File: config.mk
export PLATFORM = sky130hd
export DESIGN_NAME = uart_boot_loader_flat
export DESIGN_NICKNAME = d
export VERILOG_FILES = /design/src/rtl/uart_boot_loader_if.sv /design/src/rtl/uart_boot_loader.sv /design/src/flat_wrapper.sv
export SDC_FILE = /design/constraint.sdc
export NUM_CORES = 1
export LEC_CHECK = 0
export CORE_ASPECT_RATIO = 0.8
export CORE_UTILIZATION = 51
export DETAILED_ROUTE_END_ITERATION = 10
export PLACE_DENSITY = 0.75
export SLEW_MARGIN = 20
export SYNTH_ARGS = -nofsm -noshare
export SYNTH_HDL_FRONTEND = slang
export SYNTH_SLANG_ARGS = --single-unit
File: constraint.sdc
create_clock -name clk -period 2.3 [get_ports clk]
set_clock_uncertainty 0.1 [all_clocks]
set_input_delay 0.345 -clock clk [delete_from_list [all_inputs] [get_ports clk]]
set_output_delay 0.345 -clock clk [all_outputs]
set_load 0.03 [all_outputs]
File: src/rtl/uart_boot_loader_if.sv
// Bus between the UART receiver / instruction memory side and the boot
// sequencer. The DUT takes the slave view; the bench or SoC glue takes master.
interface uart_boot_loader_if #(
  parameter int ADDR_WIDTH = 8,
  parameter int DATA_WIDTH = 32
);
  logic                  rx_valid;
  logic [7:0]            rx_data;
  logic                  reload;
  logic                  mem_we;
  logic [ADDR_WIDTH-1:0] mem_addr;
  logic [DATA_WIDTH-1:0] mem_wdata;
  logic                  cpu_run;
  logic                  busy;
  logic                  err;
  logic [7:0]            loaded_words;

  modport master (
    output rx_valid, rx_data, reload,
    input  mem_we, mem_addr, mem_wdata, cpu_run, busy, err, loaded_words
  );

  modport slave (
    input  rx_valid, rx_data, reload,
    output mem_we, mem_addr, mem_wdata, cpu_run, busy, err, loaded_words
  );
endinterface

File: src/rtl/uart_boot_loader.sv
// Boot sequencer: holds the core halted, receives a framed image
// (magic, word count, LSB-first data bytes, XOR checksum) from the UART,
// writes each assembled word to instruction memory and releases the core
// only when the checksum matches.
module uart_boot_loader #(
  parameter int         DATA_WIDTH     = 32,
  parameter int         ADDR_WIDTH     = 8,
  parameter int         TIMEOUT_CYCLES = 5000000,
  parameter logic [7:0] MAGIC          = 8'hA5
) (
  input logic               clk,
  input logic               reset,
  uart_boot_loader_if.slave bus
);
  // Word counter is one bit wider than the address so a full 2**ADDR_WIDTH
  // image can be counted; it is never narrower than the 8-bit count byte.
  localparam int CW = (ADDR_WIDTH > 8) ? ADDR_WIDTH + 1 : 9;
  localparam int TW = $clog2(TIMEOUT_CYCLES + 1);

  typedef enum logic [2:0] {S_MAGIC, S_COUNT, S_DATA, S_CHECK, S_RUN, S_ERROR} state_t;

  state_t                state, state_nx;
  logic [1:0]            byte_idx;
  logic [CW-1:0]         word_idx;
  logic [7:0]            n_words;
  logic [7:0]            chk;
  logic [31:0]           wbuf;
  logic [TW-1:0]         tmo;
  logic                  mem_we_q, cpu_run_q, err_q;
  logic [ADDR_WIDTH-1:0] mem_addr_q;
  logic [DATA_WIDTH-1:0] mem_wdata_q;
  logic [7:0]            loaded_q;

  logic busy_st, tmo_hit, cnt_bad, last_word, is_magic;

  assign busy_st   = (state == S_COUNT) || (state == S_DATA) || (state == S_CHECK);
  assign tmo_hit   = busy_st && !bus.rx_valid && (tmo == TW'(TIMEOUT_CYCLES - 1));
  assign cnt_bad   = (bus.rx_data == 8'd0) ||
                     ({24'd0, bus.rx_data} > (32'd1 << ADDR_WIDTH));
  assign last_word = (word_idx == (CW'(n_words) - CW'(1)));
  assign is_magic  = (bus.rx_data == MAGIC);

  assign bus.mem_we       = mem_we_q;
  assign bus.mem_addr     = mem_addr_q;
  assign bus.mem_wdata    = mem_wdata_q;
  assign bus.cpu_run      = cpu_run_q;
  assign bus.busy         = busy_st;
  assign bus.err          = err_q;
  assign bus.loaded_words = loaded_q;

  // State register.
  always_ff @(posedge clk or negedge reset) begin
    if (!reset) state <= S_MAGIC;
    else        state <= state_nx;
  end

  // Next state: reload beats everything (the coincident byte is dropped),
  // then the inter-byte timeout, then the received byte.
  always_comb begin
    state_nx = state;
    if (bus.reload) state_nx = S_MAGIC;
    else if (tmo_hit) state_nx = S_ERROR;
    else if (bus.rx_valid) begin
      case (state)
        S_MAGIC, S_ERROR: if (is_magic) state_nx = S_COUNT;
        S_COUNT:          state_nx = cnt_bad ? S_ERROR : S_DATA;
        S_DATA:           if (byte_idx == 2'd3 && last_word) state_nx = S_CHECK;
        S_CHECK:          state_nx = (bus.rx_data == chk) ? S_RUN : S_ERROR;
        default:          ;
      endcase
    end
  end

  // Datapath: word assembly, memory write strobe, checksum, timeout, flags.
  always_ff @(posedge clk or negedge reset) begin
    if (!reset) begin
      byte_idx    <= '0;
      word_idx    <= '0;
      n_words     <= '0;
      chk         <= '0;
      wbuf        <= '0;
      tmo         <= '0;
      mem_we_q    <= 1'b0;
      mem_addr_q  <= '0;
      mem_wdata_q <= '0;
      cpu_run_q   <= 1'b0;
      err_q       <= 1'b0;
      loaded_q    <= '0;
    end else begin
      mem_we_q  <= 1'b0;
      // Tracks the state register so the core runs exactly while in S_RUN.
      cpu_run_q <= (state_nx == S_RUN);
      if (state_nx == S_ERROR && state != S_ERROR) err_q <= 1'b1;

      if (bus.rx_valid || !busy_st) tmo <= '0;
      else                          tmo <= tmo + TW'(1);

      if (bus.rx_valid && !bus.reload) begin
        case (state)
          S_MAGIC, S_ERROR: if (is_magic) begin
            err_q <= 1'b0;
            chk   <= '0;
          end
          S_COUNT: if (!cnt_bad) begin
            n_words  <= bus.rx_data;
            word_idx <= '0;
            byte_idx <= '0;
          end
          S_DATA: begin
            chk                  <= chk ^ bus.rx_data;
            byte_idx             <= byte_idx + 2'd1;
            wbuf[byte_idx*8 +: 8] <= bus.rx_data;
            if (byte_idx == 2'd3) begin
              mem_we_q    <= 1'b1;
              mem_addr_q  <= word_idx[ADDR_WIDTH-1:0];
              mem_wdata_q <= {bus.rx_data, wbuf[23:0]};
              word_idx    <= word_idx + CW'(1);
            end
          end
          S_CHECK: if (bus.rx_data == chk) loaded_q <= n_words;
          default: ;
        endcase
      end
    end
  end
endmodule

File: src/flat_wrapper.sv
// flat-port wrapper written by rule: the top's interface ports become plain ports
module uart_boot_loader_flat 
#(
  parameter int         DATA_WIDTH     = 32,
  parameter int         ADDR_WIDTH     = 8,
  parameter int         TIMEOUT_CYCLES = 5000000,
  parameter logic [7:0] MAGIC          = 8'hA5
)
  (clk, reset, bus_rx_valid, bus_rx_data, bus_reload, bus_mem_we, bus_mem_addr, bus_mem_wdata, bus_cpu_run, bus_busy, bus_err, bus_loaded_words);
  uart_boot_loader_if #(.ADDR_WIDTH(ADDR_WIDTH), .DATA_WIDTH(DATA_WIDTH)) bus_i ();
  input logic clk;
  input logic reset;
  input wire logic [$bits(bus_i.rx_valid)-1:0] bus_rx_valid;
  input wire logic [$bits(bus_i.rx_data)-1:0] bus_rx_data;
  input wire logic [$bits(bus_i.reload)-1:0] bus_reload;
  output wire logic [$bits(bus_i.mem_we)-1:0] bus_mem_we;
  output wire logic [$bits(bus_i.mem_addr)-1:0] bus_mem_addr;
  output wire logic [$bits(bus_i.mem_wdata)-1:0] bus_mem_wdata;
  output wire logic [$bits(bus_i.cpu_run)-1:0] bus_cpu_run;
  output wire logic [$bits(bus_i.busy)-1:0] bus_busy;
  output wire logic [$bits(bus_i.err)-1:0] bus_err;
  output wire logic [$bits(bus_i.loaded_words)-1:0] bus_loaded_words;
  assign bus_i.rx_valid = bus_rx_valid;
  assign bus_i.rx_data = bus_rx_data;
  assign bus_i.reload = bus_reload;
  assign bus_mem_we = bus_i.mem_we;
  assign bus_mem_addr = bus_i.mem_addr;
  assign bus_mem_wdata = bus_i.mem_wdata;
  assign bus_cpu_run = bus_i.cpu_run;
  assign bus_busy = bus_i.busy;
  assign bus_err = bus_i.err;
  assign bus_loaded_words = bus_i.loaded_words;
  uart_boot_loader #(.DATA_WIDTH(DATA_WIDTH), .ADDR_WIDTH(ADDR_WIDTH), .TIMEOUT_CYCLES(TIMEOUT_CYCLES), .MAGIC(MAGIC)) u_core (.clk(clk), .reset(reset), .bus(bus_i));
endmodule
==> metrics.md <==
| Metric | Value |
|---|---|
| Starting Density | 53.7% |
| Hold Violations, Final | 0 |
| Gpl congestion | about 0.90 |
| Placed Instances | 790 |
| Largest net degree at the start of global routing | 47 |
| Worst reg2reg setup slack | around 0.17 ns |
| Vias per cell | about 5.6 |
| # nets final | slightly below 700 |
| Arrival time worst endpoint | around 2.3 ns |
| Max stage delay on crit path | around 0.64 ns |
| Critical Path Fanout Max | 4 |
| CP max-delay cell | or4_1 |
| Worst hold path class | in2async |
| Post-layout util | between 60% and 70% |
| Primary FF master, synth | dfrtp_1 |
| Met2 WL | 6140 um |
| Synth Cell Area | ~6000 um2 |
| Slew at the pin with the worst max-slew slack | 0.555 ns |
| R2r worst-path depth | 6 |
| H-tree levels | 4 |
| Clk pin slew, worst setup/hold paths | 0.06 ns |
| Worst R2R Start | u_core.state[2]$_DFF_PN0_ |
| Vias in the first global route | ~4500 |
| RR Endpoint | u_core.wbuf[6]$_DFFE_PN0P_ |
| Cts bufs inserted | 17 |
| Fin crit share | roughly 93% |
| Area grow syn2layout | 26.2% |
| Worst Hold Margin | 0.348 ns |
| Initial DRC Count | 381 |
| Routed Antenna Nets | 0 |
| Post-synth top area cell | dfrtp_1 |
| IO Count | 64 |
| P per Cell Area | between 600 and 700 nW/um2 |
| Outcome | complete, no violations |
| 1st-pass router iterations | 5 |
| Die W | ~120 um |
| Area occupied by multi-input gates | 2620 um2 |
| CTS tree | yes |
| Setup CP Type | in2reg |
| Clk_lat worst skew | a little over 0.4 ns |
| Fill cells | ~830 |
| Unrepaired setup endpoints after global routing | false |
| Number of synthesized flops with an enable pin | 0 |
| Top sig layer | met4 |
| Pleak | between 3 and 4 nW |
| Initial antenna violation count | 0 |
| DRC | 0 |
| Via count | roughly 4600 |
| Core Rows | 34 |
| Met3 wire length | approximately 650 um |
| Final Critical Period | between 2 and 2.5 ns |
| Synthesized flop and latch total | about 130 |
| Post-synth cell types | 44 |
| Share of layout cells above drive strength 1 | approximately a fifth |
| Max-slew violations | 0 |
| Post-synthesis sequential area ratio | a little over half |
| CTS Buffer Depth | 2 |
| Die height | between 90 and 100 um |
| I/O Buffers | 63 |
| Setup Buffers After CTS | 0 |
| Worst setup EP type | flip-flop |
| DIE AREA | 12200 um2 |
| CP Launch Type | input pin |
| Worst slew margin | between 60% and 70% |
| WL/cell | 16.4 um |
| First-pass GRT wire length | approximately 23000 um |
| Fin cells | approximately 820 |
| Synth Area per Inst | ~10 um2 |
| Syn_nets | just under 600 |
| GRT overflow | 0 |
| Number of diodes | 0 |
| Max cap viols | 0 |
| WL final | between 10000 and 15000 um |
| Sequential cell area | approximately 3200 um2 |
| Clock root cell | clkbuf_16 |
| Clock sinks | approximately 130 |
| Main area contributors after synthesis | dfrtp_1, mux2_2, nand2_1 |
| Ys async rst share | 100% |
| Maximum VDD drop | roughly 0.00052 V |
| Core outline area | ~11000 um2 |
| Crit-path cells | clkdlybuf4s50_1 > or4_1 > nor3_2 > nand3_1 > a21oi_1 > nor2_1 > a221o_1 |
| All-Layer GR Usage | 24.5% |
| Req. time, crit path | between 2 and 3 ns |
| Hpwl dp | between 9000 and 10000 um |
| Met1 WL | 6520 um |
| Synth Warn # | 0 |
| Cells after Synth | between 500 and 600 |
| Endpoints failing setup | 0 |
| Top cell type's share of synthesized area | between 50% and 60% |
| Max Fclk | approximately 470 MHz |
worst max-delay path, delay by kind of cell:
kind	cells	cell delay [ns]
compound gates	2	0.47
simple gates	4	1.08
buf+inv	1	0.44
sequential cells by signal, indices dropped and copies added (netlist names), 2 cells and up:
name / count
u_core.bus.loaded_words: 8
u_core.word_idx: 9
u_core.wbuf: 24
u_core.state: 3
u_core.byte_idx: 2
u_core.bus.mem_wdata: 32
u_core.n_words: 8
u_core.chk: 8
u_core.bus.mem_addr: 8
u_core.tmo: 23
worst max path at each step:
stage                                        startpoint                                  to  cells past startpoint
after detailed placement                 bus_rx_data[1]            u_core.bus.err$_DFF_PN0_                      7
after floorplan               u_core.state[2]$_DFF_PN0_  u_core.bus.mem_addr[3]$_DFFE_PN0P_                      6
after global placement                   bus_rx_data[1]            u_core.bus.err$_DFF_PN0_                      7
final                                    bus_rx_data[1]            u_core.bus.err$_DFF_PN0_                      7
after CTS                     u_core.state[0]$_DFF_PN0_                            bus_busy                      4
after global routing      u_core.n_words[0]$_DFFE_PN0P_           u_core.state[0]$_DFF_PN0_                      7
logic make-up (layout without fill, tap and decap cells):
| family | Yosys count | count (layout) | share of synthesized area, % |
|---|---|---|---|
| flops | 128 | 128 | 53.5 |
| mux | 55 | 55 | 10.3 |
| buf+inv | 41 | 144 | 2.76 |
| simple gates | 231 | 231 | 18.6 |
| xor+xnor | 45 | 45 | 6.59 |
| fa+ha+maj | 8 | 8 | 1.67 |
| compound gates | 68 | 68 | 6.48 |
cells in the mapped netlist (5+ instances only):
master and n:
nand4_1 12, xnor2_1 26, nor3_1 8, nand2_1 83
o21ai_0 47, nor2_1 57, and3_1 7, nand3_1 18
inv_1 10, ha_1 8, mux2_2 54, buf_2 9
dfrtp_1 128, clkbuf_1 22, a21oi_1 5, nor4_1 9
xor2_1 19
per-stage QoR:
stage                     TNS, ns  setup WS [ns]  area (um2)  power [mW]
after CTS                       0         0.0292        7540        5.18
after global routing            0         0.0220        7550        5.36
final                           0          0.162        7550        5.15
after global placement      -2.77         -0.196        6990        2.72
after detailed placement    -3.90         -0.233        6990        2.73
after floorplan                 0          0.198        5980        2.54
per-layer routing:
layer / vias up / global-route usage (%)
li1: 2160 / -
met1: 2300 / 35.7
met2: 117 / 36.3
met3: 17 / 5.84
met4: 0 / 7.32
met5: - / 0
cells in the final DEF (no fill, tap or decap), drive strengths merged, types with 3 or more instances in the layout:
| cell | count |
|---|---|
| or3 | 4 |
| inv | 15 |
| clkdlybuf4s50 | 61 |
| or2 | 3 |
| nor4b | 3 |
| a211oi | 3 |
| dfrtp | 128 |
| and3 | 7 |
| a21oi | 5 |
| nor3 | 10 |
| xnor2 | 26 |
| mux2 | 54 |
| xor2 | 19 |
| nand3 | 18 |
| o21ai | 47 |
| nand4 | 12 |
| nand2 | 83 |
| buf | 39 |
| o31ai | 3 |
| nor2 | 57 |
| clkinv | 7 |
| nor2b | 4 |
| nand2b | 4 |
| ha | 8 |
| a31oi | 3 |
| nor4 | 9 |
| clkbuf | 18 |
| nor3b | 4 |
power breakdown:
group,internal [mW],switching (mW)
Clock,1.42,1.03
Sequential,2.29,0.0440
Combinational,0.155,0.212
Total,3.86,1.29
repair_timing:
item	CTS	global route
hold buffers	1	0
setup endpoints to repair	0	2
endpoints found under the hold margin	38	0
gates resized for setup	0	3
layout make-up:
class | count | area share [%]
inverter | 10 | 0.497
sequential | 128 | 42.4
clock buffer | 18 | 5.82
clock inverter | 14 | 1.39
tap | 144 | 2.39
multi-input combinational | 407 | 34.7
timing repair buffer | 102 | 12.8
(Power assumes the default switching activity.)
